===== src/rtl/alu_arbiter_if.sv =====
// Bundle for alu_arbiter: two requesters, the external ALU and the response consumer.
// Optional macro ALU_ARBITER_ZERO_FLAG_EN adds the RSP_ZERO signal.
interface alu_arbiter_if;
  logic [1:0]  REQ_VALID;
  logic [1:0]  REQ_READY;
  logic [5:0]  REQ_OP;
  logic [15:0] REQ_A;
  logic [15:0] REQ_B;
  logic [7:0]  ALU_DATA1;
  logic [7:0]  ALU_DATA2;
  logic [2:0]  ALU_SELECT;
  logic [7:0]  ALU_RESULT;
  logic        RSP_VALID;
  logic        RSP_READY;
  logic        RSP_ID;
  logic [7:0]  RSP_DATA;
  logic        RSP_ERR;
`ifdef ALU_ARBITER_ZERO_FLAG_EN
  logic        RSP_ZERO;

  modport slave (
    input  REQ_VALID, REQ_OP, REQ_A, REQ_B, ALU_RESULT, RSP_READY,
    output REQ_READY, ALU_DATA1, ALU_DATA2, ALU_SELECT,
           RSP_VALID, RSP_ID, RSP_DATA, RSP_ERR, RSP_ZERO
  );
  modport master (
    output REQ_VALID, REQ_OP, REQ_A, REQ_B, ALU_RESULT, RSP_READY,
    input  REQ_READY, ALU_DATA1, ALU_DATA2, ALU_SELECT,
           RSP_VALID, RSP_ID, RSP_DATA, RSP_ERR, RSP_ZERO
  );
`else
  modport slave (
    input  REQ_VALID, REQ_OP, REQ_A, REQ_B, ALU_RESULT, RSP_READY,
    output REQ_READY, ALU_DATA1, ALU_DATA2, ALU_SELECT,
           RSP_VALID, RSP_ID, RSP_DATA, RSP_ERR
  );
  modport master (
    output REQ_VALID, REQ_OP, REQ_A, REQ_B, ALU_RESULT, RSP_READY,
    input  REQ_READY, ALU_DATA1, ALU_DATA2, ALU_SELECT,
           RSP_VALID, RSP_ID, RSP_DATA, RSP_ERR
  );
`endif
endinterface


===== src/rtl/alu_arbiter.sv =====
// alu_arbiter: round-robin front end for a shared fixed-latency ALU.
// Two requesters compete; one op is in flight at a time (IDLE -> EXEC -> RESP).
// Op codes 100-111 are unsupported and answered immediately with RSP_ERR.
// ALU_LAT (1..15) is the number of cycles from operand change to a valid
// ALU_RESULT; the result is captured exactly ALU_LAT edges after the transfer.
// Optional macro ALU_ARBITER_ZERO_FLAG_EN adds RSP_ZERO (captured result == 0).
module alu_arbiter #(
  parameter int ALU_LAT = 2
) (
  input  logic          CLK,
  input  logic          RESETN,
  alu_arbiter_if.slave  bus
);

  localparam int         NUM_REQ  = 2;
  localparam logic [3:0] LAT_LOAD = 4'(ALU_LAT);

  typedef enum logic [1:0] {
    IDLE = 2'd0,
    EXEC = 2'd1,
    RESP = 2'd2
  } state_e;

  state_e      state_q,    state_d;
  logic [3:0]  cnt_q,      cnt_d;
  logic        last_q,     last_d;
  logic [7:0]  data1_q,    data1_d;
  logic [7:0]  data2_q,    data2_d;
  logic [2:0]  sel_q,      sel_d;
  logic        rsp_id_q,   rsp_id_d;
  logic [7:0]  rsp_data_q, rsp_data_d;
  logic        rsp_err_q,  rsp_err_d;
`ifdef ALU_ARBITER_ZERO_FLAG_EN
  logic        rsp_zero_q, rsp_zero_d;
`endif

  // per-requester views of the packed request buses
  logic [NUM_REQ-1:0][2:0] op_lane;
  logic [NUM_REQ-1:0][7:0] a_lane;
  logic [NUM_REQ-1:0][7:0] b_lane;

  for (genvar i = 0; i < NUM_REQ; i++) begin : g_lane
    assign op_lane[i] = bus.REQ_OP[3*i +: 3];
    assign a_lane[i]  = bus.REQ_A[8*i +: 8];
    assign b_lane[i]  = bus.REQ_B[8*i +: 8];
  end

  logic       gnt_idx;
  logic [1:0] req_ready;
  logic       xfer;
  logic [2:0] gnt_op;
  logic [7:0] gnt_a;
  logic [7:0] gnt_b;

  // arbitration: sole requester wins, a tie goes to whoever did not win last;
  // ready is gated by RESETN so nothing is offered while reset is held
  always_comb begin
    gnt_idx   = 1'b0;
    req_ready = 2'b00;
    if (bus.REQ_VALID == 2'b11) gnt_idx = ~last_q;
    else                        gnt_idx = bus.REQ_VALID[1];
    if ((state_q == IDLE) && RESETN && (|bus.REQ_VALID))
      req_ready = gnt_idx ? 2'b10 : 2'b01;
  end

  assign xfer   = |(bus.REQ_VALID & req_ready);
  assign gnt_op = op_lane[gnt_idx];
  assign gnt_a  = a_lane[gnt_idx];
  assign gnt_b  = b_lane[gnt_idx];

  // next-state and datapath updates for the three-state sequencer
  always_comb begin
    state_d    = state_q;
    cnt_d      = cnt_q;
    last_d     = last_q;
    data1_d    = data1_q;
    data2_d    = data2_q;
    sel_d      = sel_q;
    rsp_id_d   = rsp_id_q;
    rsp_data_d = rsp_data_q;
    rsp_err_d  = rsp_err_q;
`ifdef ALU_ARBITER_ZERO_FLAG_EN
    rsp_zero_d = rsp_zero_q;
`endif
    unique case (state_q)
      IDLE: begin
        if (xfer) begin
          rsp_id_d = gnt_idx;
          last_d   = gnt_idx;
          if (!gnt_op[2]) begin
            // supported op: drive the ALU and wait out its latency
            data1_d = gnt_a;
            data2_d = gnt_b;
            sel_d   = gnt_op;
            cnt_d   = LAT_LOAD;
            state_d = EXEC;
          end else begin
            // unsupported op: ALU untouched, answer immediately
            rsp_data_d = 8'h00;
            rsp_err_d  = 1'b1;
`ifdef ALU_ARBITER_ZERO_FLAG_EN
            rsp_zero_d = 1'b0;
`endif
            state_d    = RESP;
          end
        end
      end
      EXEC: begin
        if (cnt_q != 4'd0) cnt_d = cnt_q - 4'd1;
        // <= rather than == so a zero count can never strand the FSM
        if (cnt_q <= 4'd1) begin
          rsp_data_d = bus.ALU_RESULT;
          rsp_err_d  = 1'b0;
`ifdef ALU_ARBITER_ZERO_FLAG_EN
          rsp_zero_d = (bus.ALU_RESULT == 8'h00);
`endif
          state_d    = RESP;
        end
      end
      RESP: begin
        if (bus.RSP_READY) state_d = IDLE;
      end
      default: state_d = IDLE;
    endcase
  end

  // state and datapath registers; reset discards any op in flight
  always_ff @(posedge CLK or negedge RESETN) begin
    if (!RESETN) begin
      state_q    <= IDLE;
      cnt_q      <= 4'd0;
      last_q     <= 1'b1;
      data1_q    <= 8'h00;
      data2_q    <= 8'h00;
      sel_q      <= 3'b000;
      rsp_id_q   <= 1'b0;
      rsp_data_q <= 8'h00;
      rsp_err_q  <= 1'b0;
`ifdef ALU_ARBITER_ZERO_FLAG_EN
      rsp_zero_q <= 1'b0;
`endif
    end else begin
      state_q    <= state_d;
      cnt_q      <= cnt_d;
      last_q     <= last_d;
      data1_q    <= data1_d;
      data2_q    <= data2_d;
      sel_q      <= sel_d;
      rsp_id_q   <= rsp_id_d;
      rsp_data_q <= rsp_data_d;
      rsp_err_q  <= rsp_err_d;
`ifdef ALU_ARBITER_ZERO_FLAG_EN
      rsp_zero_q <= rsp_zero_d;
`endif
    end
  end

  assign bus.REQ_READY  = req_ready;
  assign bus.ALU_DATA1  = data1_q;
  assign bus.ALU_DATA2  = data2_q;
  assign bus.ALU_SELECT = sel_q;
  assign bus.RSP_VALID  = (state_q == RESP);
  assign bus.RSP_ID     = rsp_id_q;
  assign bus.RSP_DATA   = rsp_data_q;
  assign bus.RSP_ERR    = rsp_err_q;
`ifdef ALU_ARBITER_ZERO_FLAG_EN
  assign bus.RSP_ZERO   = rsp_zero_q;
`endif

endmodule


===== src/flat_wrapper.sv =====
// flat-port wrapper written by rule: the top's interface ports become plain ports
module alu_arbiter_flat 
#(
  parameter int ALU_LAT = 2
)
  (CLK, RESETN, bus_REQ_VALID, bus_REQ_OP, bus_REQ_A, bus_REQ_B, bus_ALU_RESULT, bus_RSP_READY, bus_REQ_READY, bus_ALU_DATA1, bus_ALU_DATA2, bus_ALU_SELECT, bus_RSP_VALID, bus_RSP_ID, bus_RSP_DATA, bus_RSP_ERR);
  alu_arbiter_if bus_i ();
  input  logic CLK;
  input  logic RESETN;
  input wire logic [$bits(bus_i.REQ_VALID)-1:0] bus_REQ_VALID;
  input wire logic [$bits(bus_i.REQ_OP)-1:0] bus_REQ_OP;
  input wire logic [$bits(bus_i.REQ_A)-1:0] bus_REQ_A;
  input wire logic [$bits(bus_i.REQ_B)-1:0] bus_REQ_B;
  input wire logic [$bits(bus_i.ALU_RESULT)-1:0] bus_ALU_RESULT;
  input wire logic [$bits(bus_i.RSP_READY)-1:0] bus_RSP_READY;
  output wire logic [$bits(bus_i.REQ_READY)-1:0] bus_REQ_READY;
  output wire logic [$bits(bus_i.ALU_DATA1)-1:0] bus_ALU_DATA1;
  output wire logic [$bits(bus_i.ALU_DATA2)-1:0] bus_ALU_DATA2;
  output wire logic [$bits(bus_i.ALU_SELECT)-1:0] bus_ALU_SELECT;
  output wire logic [$bits(bus_i.RSP_VALID)-1:0] bus_RSP_VALID;
  output wire logic [$bits(bus_i.RSP_ID)-1:0] bus_RSP_ID;
  output wire logic [$bits(bus_i.RSP_DATA)-1:0] bus_RSP_DATA;
  output wire logic [$bits(bus_i.RSP_ERR)-1:0] bus_RSP_ERR;
  assign bus_i.REQ_VALID = bus_REQ_VALID;
  assign bus_i.REQ_OP = bus_REQ_OP;
  assign bus_i.REQ_A = bus_REQ_A;
  assign bus_i.REQ_B = bus_REQ_B;
  assign bus_i.ALU_RESULT = bus_ALU_RESULT;
  assign bus_i.RSP_READY = bus_RSP_READY;
  assign bus_REQ_READY = bus_i.REQ_READY;
  assign bus_ALU_DATA1 = bus_i.ALU_DATA1;
  assign bus_ALU_DATA2 = bus_i.ALU_DATA2;
  assign bus_ALU_SELECT = bus_i.ALU_SELECT;
  assign bus_RSP_VALID = bus_i.RSP_VALID;
  assign bus_RSP_ID = bus_i.RSP_ID;
  assign bus_RSP_DATA = bus_i.RSP_DATA;
  assign bus_RSP_ERR = bus_i.RSP_ERR;
  alu_arbiter #(.ALU_LAT(ALU_LAT)) u_core (.CLK(CLK), .RESETN(RESETN), .bus(bus_i));
endmodule

===== config.mk =====
export PLATFORM = sky130hd
export DESIGN_NAME = alu_arbiter_flat
export DESIGN_NICKNAME = d
export VERILOG_FILES = /design/src/rtl/alu_arbiter_if.sv /design/src/rtl/alu_arbiter.sv /design/src/flat_wrapper.sv
export SDC_FILE = /design/constraint.sdc
export NUM_CORES = 1
export LEC_CHECK = 0
export ABC_CLOCK_PERIOD_IN_PS = 1800
export BUFFER_PORTS_ARGS = -buffer_cell sky130_fd_sc_hd__buf_4
export CORE_MARGIN = 8
export CORE_UTILIZATION = 41
export DETAILED_ROUTE_END_ITERATION = 12
export PLACE_DENSITY = 0.75
export SETUP_SLACK_MARGIN = 0.4
export SLEW_MARGIN = 20
export SYNTH_ARGS = -nofsm -noshare
export SYNTH_HDL_FRONTEND = slang
export SYNTH_SLANG_ARGS = --single-unit

===== constraint.sdc =====
create_clock -name CLK -period 1.8 [get_ports CLK]
set_clock_uncertainty 0.2 [all_clocks]
set_input_delay 0.27 -clock CLK [delete_from_list [all_inputs] [get_ports CLK]]
set_output_delay 0.27 -clock CLK [all_outputs]
set_load 0.01 [all_outputs]

==> flow_summary.json, run 1 <==
{
  "outcome": "finished with violations",
  "antenna_found_initial": 0,
  "dieArea_sq_mm": 0.00659,
  "io_buffers": 81,
  "grt_pass1_vias": 1649,
  "grt_pass1_wl_um": 8180,
  "hold_viol_final": 0,
  "vias": 1834,
  "max_freq_mhz": 542,
  "clkSinkCount": 35,
  "path_clk_slew_ns": 0.07,
  "syn-cell-area_sq_mm": 0.00174,
  "core-area_sq_mm": 0.00406,
  "syn_inst": 164,
  "yosys.area.top_type_share_pct": 48.9,
  "clock-root-buffer": "clkbuf_8",
  "worstSkewPairLatency_ns": 0.28,
  "synth_top_family_by_area": "compound AO/OA/AOI/OAI gates",
  "grt_usage_pct": 15.9,
  "nets": 336,
  "synth_warnings": 0,
  "setup_viol_count_final": 3,
  "io_pins": 83,
  "drc": 0,
  "synth.top_cells.by_count": "34 x dfrtp_1, 22 x a21oi_1, 19 x a31oi_1, 19 x mux2i_1, 13 x nand2_1",
  "clk_path_buf_depth": 2,
  "hold_class": "in -> reg",
  "ir_drop_v": 0.000943,
  "cts_tree": "built",
  "ff2ff_setup_slack_ns": -0.01,
  "crit_required_ns": 1.33,
  "area_delta_synth_final_pct": 97.0,
  "setup_slack_ns": -0.0451,
  "ys_seq_elements": 35,
  "fillers": 208,
  "initialDrtViolationCount": 39,
  "place_area_sq_mm": 0.00253,
  "synth_mux_area_share_pct": 11.7,
  "synth_edf_count": 0,
  "arrival_ns": 1.38,
  "drive_gt1_share_pct": 66.2,
  "place.gp.congestion": 0.761,
  "crit_fanout": 3,
  "ys_seq_area_share_pct": 50.4,
  "post-dp-hpwl_um": 3540,
  "worstSetupPathType": "reg -> out",
  "final_area_sq_mm": 0.00343,
  "period_share_pct": 103,
  "die_w_um": 81.2,
  "synth-compound-area-share_pct": 22.3,
  "p_leak_uw": 0.00149,
  "fin_crit_ns": 1.85,
  "yosys.area.top_type": "dfrtp_1",
  "synthTopCellsByArea": "dfrtp_1 49%, mux2i_1 11%, a31oi_1 6.8%, a21oi_1 6.3%, o2bb2ai_1 4.0%",
  "rows": 23,
  "cp-start-kind": "flop",
  "cts_buffers": 5,
  "power-per-cell-area_mw_per_mm2": 1470,
  "syn_avg_cell_area_sq_um": 10.6,
  "synth_nets": 217,
  "synth_simple_gate_area_share_pct": 8.77,
  "diodes": 0,
  "violations": "setup timing",
  "maxCapViolations": 0,
  "initial_core_util_pct": 42.9,
  "synth.most_common_cell": "dfrtp_1",
  "ant_nets": 0,
  "chipHeight_um": 81.2,
  "ys_types": 34,
  "rsz0062_at_grt": "true",
  "synthAdderAreaFrac_pct": 1.44,
  "htreeDepth": 2,
  "wire_per_inst_um": 21.0,
  "ys.flop_type": "dfrtp_1",
  "async_flop_share_pct": 100,
  "synth_xor_area_share_pct": 0.503,
  "grt_max_degree": 39,
  "totalWireLength_um": 7000,
  "end_kind": "output port",
  "viasPerCell": 5.49,
  "slew_viol_final": 0,
  "dr.pass1.iters": 4,
  "grt_remaining_overflow": 0,
  "tns_ns": -0.0849
}
layout by cell type, fill, tap and decap left out, types with 5 or more instances in the layout:
| master | count |
|---|---|
| a31oi_4 | 6 |
| nor2_1 | 5 |
| mux2i_1 | 16 |
| o2bb2ai_2 | 5 |
| dlygate4sd3_1 | 8 |
| buf_4 | 89 |
| a21oi_2 | 18 |
| buf_6 | 18 |
| a31oi_1 | 12 |
| nand2_1 | 9 |
| clkbuf_8 | 7 |
| dfrtp_1 | 33 |
final cells by class:
| cell class | count | area, sq um | share of cell area, % |
|---|---|---|---|
| multi-input cells | 114 | 1230 | 35.8 |
| repair buffers | 123 | 1150 | 33.4 |
| flip-flops and latches | 35 | 878 | 25.6 |
| clock buffers | 8 | 100 | 2.92 |
| well taps | 50 | 62.6 | 1.82 |
| inverters | 4 | 15.0 | 0.438 |
cells by family (layout without fill, tap and decap cells):
kind of cell,after synthesis,in the layout
compound gates,60,60
flops,35,35
simple gates,30,30
mux,20,20
buf+inv,15,135
fa+ha+maj,2,2
other cells,1,1
xor+xnor,1,1
routing by layer:
metal	routed length [um]	vias up	GRT usage [%]
met5	0	-	0
met4	114	0	2.32
met3	457	8	6.95
met2	3690	80	25.3
met1	2740	904	19.8
li1	-	842	-
critical path: stages, from the launching register on:
cell	delay (ns)
dfrtp_2	0.43
nor3b_4	0.26
o21ai_2	0.14
nor2_4	0.14
buf_6	0.12
flip-flops by register name, summed over array words and instances, names as in the netlist:
signal / cells
u_core.bus.RSP_ID: 1
u_core.last_q: 1
u_core.bus.ALU_DATA1: 8
u_core.cnt_q: 4
u_core.bus.ALU_DATA2: 8
u_core.bus.RSP_DATA: 8
u_core.bus.RSP_ERR: 1
u_core.state_q: 2
u_core.bus.ALU_SELECT: 2
repair_timing:
action,4_1_cts,5_1_grt
buffers inserted,12,5
hold buffers,8,0
cloned,3,3
setup endpoints to repair,36,38
endpoints found under the hold margin,41,0
pin swaps,20,19
gates resized for setup,35,49
worst paths after layout:
check	from	to	depth (start not counted)
setup / recovery	u_core.state_q[1]$_DFFE_PN0P_	bus_REQ_READY[0]	4
hold / removal	bus_ALU_RESULT[4]	u_core.bus.RSP_DATA[4]$_DFFE_PN0P_	2
setup reg to reg	u_core.last_q$_DFFE_PN1P_	u_core.bus.ALU_DATA2[6]$_DFFE_PN0P_	6
hold reg to reg	u_core.bus.RSP_ERR$_DFFE_PN0P_	u_core.bus.RSP_ERR$_DFFE_PN0P_	1
max in group asynchronous	RESETN	u_core.state_q[1]$_DFFE_PN0P_	3
min in group asynchronous	RESETN	u_core.bus.RSP_DATA[1]$_DFFE_PN0P_	3
power breakdown:
part           internal, uW  leakage, uW  switching, uW  total [uW]
Sequential             1170     0.000413            344        1510
Combinational          1530      0.00102           1380        2910
Clock                   349    0.0000515            284         633
Total                  3040      0.00149           2010        5050
per-stage QoR:
stage          power, uW  instances  hold slack, ns  utilization, %  worst slack, ns
2_1_floorplan       2460        164          -0.226               -            0.170
3_3_place_gp        3300        295           0.154            62.3           0.0788
3_5_place_dp        3340        295           0.152            62.3           0.0680
4_1_cts             4320        326        0.000388            74.2          0.00464
5_1_grt             5320        334          0.0135            84.5           -0.120
6_report            5050        334          0.0242            84.5          -0.0451
(Power assumes the default switching activity.)
==> run 2: changes to the inputs <==
CORE_ASPECT_RATIO = 1.75   (was unset)
==> flow_summary.json, run 2 (same netlist as run 1, synthesis figures left out) <==
{
  "cp_slowest_cell": "dfrtp_2",
  "hold_class": "in -> reg",
  "period_share_pct": 110,
  "slowest_delay_ns": 0.43,
  "fin_crit_ns": 1.99,
  "crit_required_ns": 1.33,
  "dp.cells": 296,
  "drc": 0,
  "vias": 2015,
  "crit_fanout": 3,
  "path_cells": "nor3b_4, buf_4, o21ai_4, nor2_4, buf_6",
  "clkSinkCount": 35,
  "io_buffers": 81,
  "diodes": 0,
  "power_switching_uw": 2200,
  "rows": 31,
  "core-area_sq_mm": 0.00411,
  "min_from": "bus_ALU_RESULT[6]",
  "totalWireLength_um": 8440,
  "grt_max_degree": 36,
  "instances_no_fill": 352,
  "layout_common_cells": "96 x buf_4, 33 x dfrtp_1, 18 x a21oi_2",
  "viasPerCell": 5.72,
  "max_freq_mhz": 504,
  "seq_area_sq_um": 878,
  "crit_start": "u_core.state_q[1]$_DFFE_PN0P_",
  "clock-root-buffer": "clkbuf_8",
  "die_w_um": 65.3,
  "setup_slack_ns": -0.186,
  "grt_usage_pct": 19.9,
  "slew_viol_final": 0,
  "p_leak_uw": 0.00160,
  "post-dp-hpwl_um": 3660,
  "grt_remaining_overflow": 0,
  "grt_pass1_wl_um": 10200,
  "clk_path_buf_depth": 2,
  "initial_core_util_pct": 42.3,
  "initialDrtViolationCount": 70,
  "area_delta_synth_final_pct": 110,
  "comb_power_share_pct": 61.5,
  "grt_pass1_vias": 2102,
  "wire_per_inst_um": 24.0,
  "dieArea_sq_mm": 0.00667,
  "final_common_cell": "buf_4",
  "power-per-cell-area_mw_per_mm2": 1500,
  "place.gp.congestion": 0.808,
  "power.share.sequential_pct": 27.7,
  "end_kind": "output port",
  "ir_drop_v": 0.00143,
  "nets": 355,
  "violations": "setup timing",
  "cp-start-kind": "flop",
  "cts_tree": "built",
  "ant_nets": 0,
  "hold_viol_final": 0,
  "dr.pass1.iters": 4,
  "post-route-util_pct": 88.8,
  "r2r_start": "u_core.state_q[1]$_DFFE_PN0P_",
  "antenna_found_initial": 0,
  "p_clk_share_pct": 10.8,
  "worstSkewPairLatency_ns": 0.30,
  "fillers": 169,
  "p_int_uw": 3260,
  "switching_share_pct": 40.3,
  "chipHeight_um": 102,
  "path_clk_slew_ns": 0.06,
  "rsz0062_at_grt": "true",
  "hold_slack_ns": 0.0232,
  "outcome": "finished with violations",
  "drive_gt1_share_pct": 65.3,
  "multi_input_area_sq_mm": 0.00120,
  "cts_buffers": 5,
  "maxCapViolations": 0,
  "arrival_ns": 1.52,
  "io_pins": 83,
  "setup_viol_count_final": 18,
  "worstSetupPathType": "reg -> out",
  "htreeDepth": 2
}
run 2: routing by layer:
layer	up-vias	wire length, um	track usage, %
li1	884	-	-
met1	980	2830	18.7
met2	119	4530	37.8
met3	32	718	7.24
met4	0	363	6.76
met5	-	0	0
run 2: path summary, 6_finish.rpt:
| kind | slack (ns) | endpoint | cells past startpoint |
|---|---|---|---|
| setup / recovery | -0.19 | bus_REQ_READY[0] | 5 |
| hold / removal | 0.02 | u_core.bus.RSP_DATA[6]$_DFFE_PN0P_ | 2 |
| setup reg to reg | -0.15 | u_core.bus.ALU_DATA2[7]$_DFFE_PN0P_ | 8 |
| hold reg to reg | 0.28 | u_core.bus.RSP_ERR$_DFFE_PN0P_ | 1 |
| max in group asynchronous | 0.66 | u_core.state_q[1]$_DFFE_PN0P_ | 3 |
| min in group asynchronous | 0.38 | u_core.cnt_q[1]$_DFFE_PN0P_ | 3 |
run 2: worst max-delay path, delay by kind of cell, from the launching register on:
family | cells | cell delay, ns
AO/OA/AOI/OAI | 1 | 0.07
buffers and inverters | 2 | 0.29
flip-flops | 1 | 0.43
AND/OR/NAND/NOR | 2 | 0.44
run 2: layout make-up:
class                      instances  area share, %
clock buffer                       6           1.99
clock inverter                     2          0.343
inverter                           4          0.411
multi-input combinational        115           32.8
sequential                        35           24.1
tap                               49           1.68
timing repair buffer             141           38.7
run 2: per-stage QoR:
step	setup slack (ns)	power (uW)	cell area [sq um]	setup TNS [ns]
after floorplan	0.170	2460	1830	0
after global placement	0.0503	3360	2570	0
after detailed placement	0.0261	3400	2570	0
after CTS	-0.0113	4710	3310	-0.0240
after global routing	-0.212	5700	3650	-1.99
final	-0.186	5460	3650	-1.01
run 2: repair_timing:
action / 4_1_cts / 5_1_grt
pin swaps: 18 / 25
gates resized for setup: 48 / 41
endpoints found under the hold margin: 42 / 0
endpoints found under the setup margin: 36 / 38
hold buffers: 9 / 0
setup buffers: 19 / 11
cloned: 8 / 1
run 2: power by group through the flow:
stage,Combinational (uW),Clock [uW],Sequential (uW)
finish,3360,588,1510
global route,3540,616,1540
CTS,2730,561,1430
detailed placement,1970,0,1440
global placement,1930,0,1430
floorplan,894,0,1570
